<file path="src/rtl/alu_pkg.sv">
// alu_pkg: shared definitions for the ALU operand loader.
//   state_e     - loader FSM state encoding (exposed on STATE for LEDG display)
//   OP_*        - the four legal ALU opcodes
//   is_legal_op - returns 1 when a 3-bit opcode is one of OP_*
package alu_pkg;

    typedef enum logic [1:0] {
        S_A     = 2'd0,
        S_B     = 2'd1,
        S_OP    = 2'd2,
        S_READY = 2'd3
    } state_e;

    localparam logic [2:0] OP_NOT = 3'b000;
    localparam logic [2:0] OP_AND = 3'b001;
    localparam logic [2:0] OP_OR  = 3'b010;
    localparam logic [2:0] OP_XOR = 3'b100;

    function automatic logic is_legal_op(input logic [2:0] op);
        return (op == OP_NOT) || (op == OP_AND) || (op == OP_OR) || (op == OP_XOR);
    endfunction

endpackage

</file>
<file path="src/rtl/key_debounce.sv">
// key_debounce: synchronizes the raw active-low pushbutton, optionally debounces it, and emits
// a single-cycle press pulse on each debounced 1->0 transition.
//   clk_i   - clock
//   rst_i   - asynchronous active-high reset
//   key_i   - raw active-low pushbutton
//   press_o - one-cycle pulse on a debounced press (releases produce nothing)
// Build option: define LOADER_DEBOUNCE_EN to compile in the DEBOUNCE_CYCLES stability filter;
// otherwise the synchronized key is used directly and DEBOUNCE_CYCLES is ignored.
module key_debounce #(
    parameter int unsigned DEBOUNCE_CYCLES = 500000
) (
    input  logic clk_i,
    input  logic rst_i,
    input  logic key_i,
    output logic press_o
);

    logic       key_meta_q, key_meta_d;
    logic       key_sync_q, key_sync_d;
    // Marks when key_sync_q holds a real sample rather than its reset value.
    logic [1:0] vld_q, vld_d;
    // Presses are only honoured after a released key has been seen since reset, so a key held
    // through reset cannot fire on reset release.
    logic       armed_q, armed_d;
    logic       db_prev_q, db_prev_d;
    logic       key_db;

`ifdef LOADER_DEBOUNCE_EN
    localparam int unsigned CNT_W = (DEBOUNCE_CYCLES > 1) ? $clog2(DEBOUNCE_CYCLES) : 1;
    localparam logic [CNT_W-1:0] CNT_MAX = CNT_W'(DEBOUNCE_CYCLES - 1);

    logic [CNT_W-1:0] cnt_q, cnt_d;
    logic             db_q, db_d;

    // Count consecutive cycles the synchronized key disagrees with the accepted level; any
    // agreement (a bounce back) restarts the count.
    always_comb begin
        cnt_d = '0;
        db_d  = db_q;
        if (key_sync_q != db_q) begin
            if (cnt_q == CNT_MAX) begin
                db_d = key_sync_q;
            end else begin
                cnt_d = cnt_q + 1'b1;
            end
        end
    end

    always_ff @(posedge clk_i or posedge rst_i) begin
        if (rst_i) begin
            cnt_q <= '0;
            db_q  <= 1'b1;
        end else begin
            cnt_q <= cnt_d;
            db_q  <= db_d;
        end
    end

    assign key_db = db_q;
`else
    assign key_db = key_sync_q;
`endif

    always_comb begin
        key_meta_d = key_i;
        key_sync_d = key_meta_q;
        vld_d      = {vld_q[0], 1'b1};
        armed_d    = armed_q | (vld_q[1] & key_sync_q & key_db);
        db_prev_d  = key_db;
    end

    always_ff @(posedge clk_i or posedge rst_i) begin
        if (rst_i) begin
            key_meta_q <= 1'b1;
            key_sync_q <= 1'b1;
            vld_q      <= 2'b00;
            armed_q    <= 1'b0;
            db_prev_q  <= 1'b1;
        end else begin
            key_meta_q <= key_meta_d;
            key_sync_q <= key_sync_d;
            vld_q      <= vld_d;
            armed_q    <= armed_d;
            db_prev_q  <= db_prev_d;
        end
    end

    assign press_o = armed_q & db_prev_q & ~key_db;

endmodule

</file>
<file path="src/rtl/alu_operand_loader.sv">
// alu_operand_loader: loads operand A, operand B and an ALU opcode from switches, one item per
// pushbutton press, cycling S_A -> S_B -> S_OP -> S_READY -> S_A.
//   CLOCK_50 - clock            RST   - asynchronous active-high reset
//   KEY      - raw active-low pushbutton
//   SW       - raw switch data (SW[2:0] supplies the opcode; WIDTH must be at least 3)
//   A, B     - registered operands        OPCODE - registered opcode
//   VALID    - A, B and OPCODE form a complete legal set
//   ERR      - one-cycle pulse when an illegal opcode capture is attempted
//   STATE    - current FSM state
// Build option: LOADER_DEBOUNCE_EN enables the key debounce filter (see key_debounce).
module alu_operand_loader
    import alu_pkg::*;
#(
    parameter int unsigned DEBOUNCE_CYCLES = 500000,
    parameter int unsigned WIDTH           = 4
) (
    input  logic             CLOCK_50,
    input  logic             RST,
    input  logic             KEY,
    input  logic [WIDTH-1:0] SW,
    output logic [WIDTH-1:0] A,
    output logic [WIDTH-1:0] B,
    output logic [2:0]       OPCODE,
    output logic             VALID,
    output logic             ERR,
    output logic [1:0]       STATE
);

    logic             press;
    logic [WIDTH-1:0] sw_meta_q, sw_meta_d;
    logic [WIDTH-1:0] sw_sync_q, sw_sync_d;
    state_e           state_q, state_d;
    logic [WIDTH-1:0] a_q, a_d;
    logic [WIDTH-1:0] b_q, b_d;
    logic [2:0]       op_q, op_d;
    logic             valid_q, valid_d;
    logic             err_q, err_d;

    key_debounce #(
        .DEBOUNCE_CYCLES(DEBOUNCE_CYCLES)
    ) u_key_debounce (
        .clk_i  (CLOCK_50),
        .rst_i  (RST),
        .key_i  (KEY),
        .press_o(press)
    );

    always_comb begin
        sw_meta_d = SW;
        sw_sync_d = sw_meta_q;
        state_d   = state_q;
        a_d       = a_q;
        b_d       = b_q;
        op_d      = op_q;
        valid_d   = valid_q;
        err_d     = 1'b0;
        if (press) begin
            unique case (state_q)
                S_A: begin
                    a_d     = sw_sync_q;
                    state_d = S_B;
                end
                S_B: begin
                    b_d     = sw_sync_q;
                    state_d = S_OP;
                end
                S_OP: begin
                    if (is_legal_op(sw_sync_q[2:0])) begin
                        op_d    = sw_sync_q[2:0];
                        valid_d = 1'b1;
                        state_d = S_READY;
                    end else begin
                        err_d = 1'b1;
                    end
                end
                S_READY: begin
                    valid_d = 1'b0;
                    state_d = S_A;
                end
            endcase
        end
    end

    always_ff @(posedge CLOCK_50 or posedge RST) begin
        if (RST) begin
            sw_meta_q <= '0;
            sw_sync_q <= '0;
            state_q   <= S_A;
            a_q       <= '0;
            b_q       <= '0;
            op_q      <= OP_NOT;
            valid_q   <= 1'b0;
            err_q     <= 1'b0;
        end else begin
            sw_meta_q <= sw_meta_d;
            sw_sync_q <= sw_sync_d;
            state_q   <= state_d;
            a_q       <= a_d;
            b_q       <= b_d;
            op_q      <= op_d;
            valid_q   <= valid_d;
            err_q     <= err_d;
        end
    end

    assign A      = a_q;
    assign B      = b_q;
    assign OPCODE = op_q;
    assign VALID  = valid_q;
    assign ERR    = err_q;
    assign STATE  = state_q;

endmodule

</file>
<file path="config.mk">
export PLATFORM = sky130hd
export DESIGN_NAME = alu_operand_loader
export DESIGN_NICKNAME = d
export VERILOG_FILES = /design/src/rtl/alu_pkg.sv /design/src/rtl/key_debounce.sv /design/src/rtl/alu_operand_loader.sv
export SDC_FILE = /design/constraint.sdc
export NUM_CORES = 1
export LEC_CHECK = 0
export CORE_UTILIZATION = 52
export DETAILED_ROUTE_END_ITERATION = 10
export MAX_ROUTING_LAYER = met4
export PLACE_DENSITY = 0.81
export SLEW_MARGIN = 10
export SYNTH_ARGS = -nofsm -noshare
export SYNTH_HDL_FRONTEND = slang
export SYNTH_SLANG_ARGS = --single-unit
</file>
<file path="constraint.sdc">
create_clock -name CLOCK_50 -period 4.49 [get_ports CLOCK_50]
set_clock_uncertainty 0.15 [all_clocks]
set_input_delay 1.1225 -clock CLOCK_50 [delete_from_list [all_inputs] [get_ports CLOCK_50]]
set_output_delay 1.1225 -clock CLOCK_50 [all_outputs]
set_load 0.03 [all_outputs]
</file>
==> reports/metrics.yaml <==
finalMaxSlewViolations: 0
totalPowerFinal_mw: 0.879
place.gp.congestion: 0.722
initial_core_util_pct: 55.0
whs_ns: 0.201
tns_ns: 0
yosys_register_bits: 29
place_inst: 116
drc_errors: 0
die_area_um2: 2240
critPathLaunchType: "flip-flop"
worstPathCellList: "clkdlybuf4s50_1"
syn_nets: 81
insertion_delay_ns: 0.30
finalNetCount: 108
yosysSeqAreaShare_pct: 68.3
worst_path_max_delay_cell: "clkdlybuf4s50_1"
yosys_warnings: 0
port_buffers: 21
cts.path.max_buffers: 2
ys_types: 22
busiest_layer: "met2"
crit_type: "flip-flop to output port"
min_path_type: "flip-flop to flip-flop"
synth_cells: 69
fillers: 146
rsz0062_at_grt: "false"
layout-drive-gt1-share_pct: 24.7
route.vias.total: 643
first_iter_violations: 7
antenna_found_initial: 0
grt_pass1_wl_um: 2600
critPathArrivalTime_ns: 1.42
p_per_area_nw_per_um2: 648
fin_util_pct: 69.9
postLayoutCellArea_um2: 1360
antenna_cells: 0
end_kind: "output port"
critPathRequiredTime_ns: 3.22
wl_per_cell_um: 12.6
worst-path-stages: 1
drt_wl_total_um: 1560
post-dp-hpwl_um: 1160
rr_endpoint: "OPCODE[2]"
via_per_inst: 5.19
cts_tree: "yes"
p_leak_nw: 0.605
r2r_slack_ns: 2.76
rr_worst_depth: 4
cp_num_buf_inv: 1
yosysTopAreaCell: "dfrtp_1"
grtUsageMet3_pct: 8.08
hold_buffers: 0
min_from: "u_key_debounce.vld_q[0]"
relSlewSlack_pct: 32.4
die_h_um: 47.3
die_w_um: 47.3
avgSynthCellArea_um2: 15.5
fin_crit_ns: 2.69
timing.final.ws_setup_ns: 1.80
setup_viol: 0
cts.sinks: 29
dp_slack_ns: 1.92
hold_end: "u_key_debounce.vld_q[1]"
grt_util_met2_pct: 31.0
finalNonFillerCells: 124
reg2reg_from: "STATE[0]"
cp_max_fo: 5
ys_top_cells_by_area: "dfrtp_1 61%, mux2_2 12%, dfstp_2 7.4%"
cts_htree_levels: 2
use_met1_pct: 19.5
cp_slowest_stage_delay_ns: 0.69
cts_setup_buffers: 0
critPathTopFamily: "buffers and inverters"
synth_area_um2: 1070
finalHoldViolations: 0
num_rows: 16
num_io_pins: 22
core_area_um2: 1940
yosysTopAreaCellShare_pct: 61.0
clockRootBuffer: "clkbuf_4"
grt_remaining_overflow: 0
drtAntennaViolNets: 0
postPlaceCellArea_um2: 1310
cap_violations: 0
outcome: "finished clean"
regArea_um2: 729
multiInputGateArea_um2: 322
cts_buffers: 5
worst_pin_slew_ns: 1.01
hold-path-cell-count: 0
grt_util_all_layers_pct: 18.7
grt_pass1_vias: 618
cts_resized: 0
period_share_pct: 59.9
peakVddDrop_uv: 369
grt_max_degree: 30
fmax_mhz: 372
dr.pass1.iters: 4
clkSlewWorstSetupHoldPaths_ns: 0.08
area_delta_synth_final_pct: 27.2
[cell usage in the layout, fill, tap and decap left out]
cell,Yosys,layout
nor3_1,1,1
dfrtp_1,26,26
clkbuf_4,0,5
clkbuf_1,0,1
clkinv_2,0,2
and3_1,2,2
o32a_1,1,1
nor3b_2,1,1
a21oi_1,1,1
nor2_1,1,1
a31o_2,1,1
a21o_1,1,1
inv_1,3,3
dfstp_2,3,3
nand3_1,1,1
a22o_1,1,1
clkdlybuf4s50_1,0,21
and3b_1,1,1
nand3b_1,1,1
a221o_1,1,1
conb_1,1,1
nand2_1,4,4
mux2_2,11,11
maj3_2,1,1
ha_1,5,5
[power by group]
group,leakage [nW],switching [mW],internal (mW)
Sequential,0.335,0.0417,0.329
Clock,0.0320,0.0786,0.0595
Combinational,0.238,0.198,0.173
Total,0.605,0.318,0.561
[state kept, by name, summed over array words and instances, names as in the netlist, 2 cells and up]
register              flops
sw_meta_q                 4
OPCODE                    3
A                         4
u_key_debounce.vld_q      2
sw_sync_q                 4
B                         4
STATE                     2
[worst max-delay path by stage]
stage	from	end	slack, ns
5_1_grt	STATE[0]	STATE[0]	1.71
3_3_place_gp	RST	A[1]	1.97
6_report	STATE[0]	STATE[0]	1.80
3_5_place_dp	RST	VALID	1.92
4_1_cts	STATE[0]	STATE[0]	1.79
2_1_floorplan	RST	A[0]	2.62
[cells by family (layout without fill, tap and decap cells)]
kind of cell,count (synthesis),after routing,share of synthesized area [%]
AO/OA/AOI/OAI,6,6,4.69
adder cells (fa/ha/maj),6,6,6.92
buffers and inverters,4,32,1.52
flip-flops,29,29,68.3
multiplexers,11,11,11.6
other,1,1,0.351
AND/OR/NAND/NOR,12,12,6.56
[synthesized netlist by cell type]
cell type / count
a21oi_1: 1
nor3b_2: 1
ha_1: 5
and3b_1: 1
a31o_2: 1
maj3_2: 1
nor2_1: 1
conb_1: 1
nand3_1: 1
and3_1: 2
dfrtp_1: 26
dfstp_2: 3
o32a_1: 1
a21o_1: 1
a221o_1: 1
mux2_2: 11
buf_2: 1
nand2_1: 4
a22o_1: 1
nand3b_1: 1
nor3_1: 1
inv_1: 3
[area by class of cell]
type,instances,area share [%]
Multi-Input combinational cell,36,23.7
Clock buffer,6,3.04
Sequential cell,29,53.7
Clock inverter,2,0.737
Timing Repair Buffer,21,15.5
Inverter,3,0.829
Tap cell,27,2.49
[routing by layer]
layer	share of wire, %	routed length [µm]	vias to the layer above
li1	-	-	294
met1	40	632	326
met2	53	831	21
met3	5.3	83	2
met4	0.90	14	0
met5	0	0	-
Power figures use the tool's default switching activity.
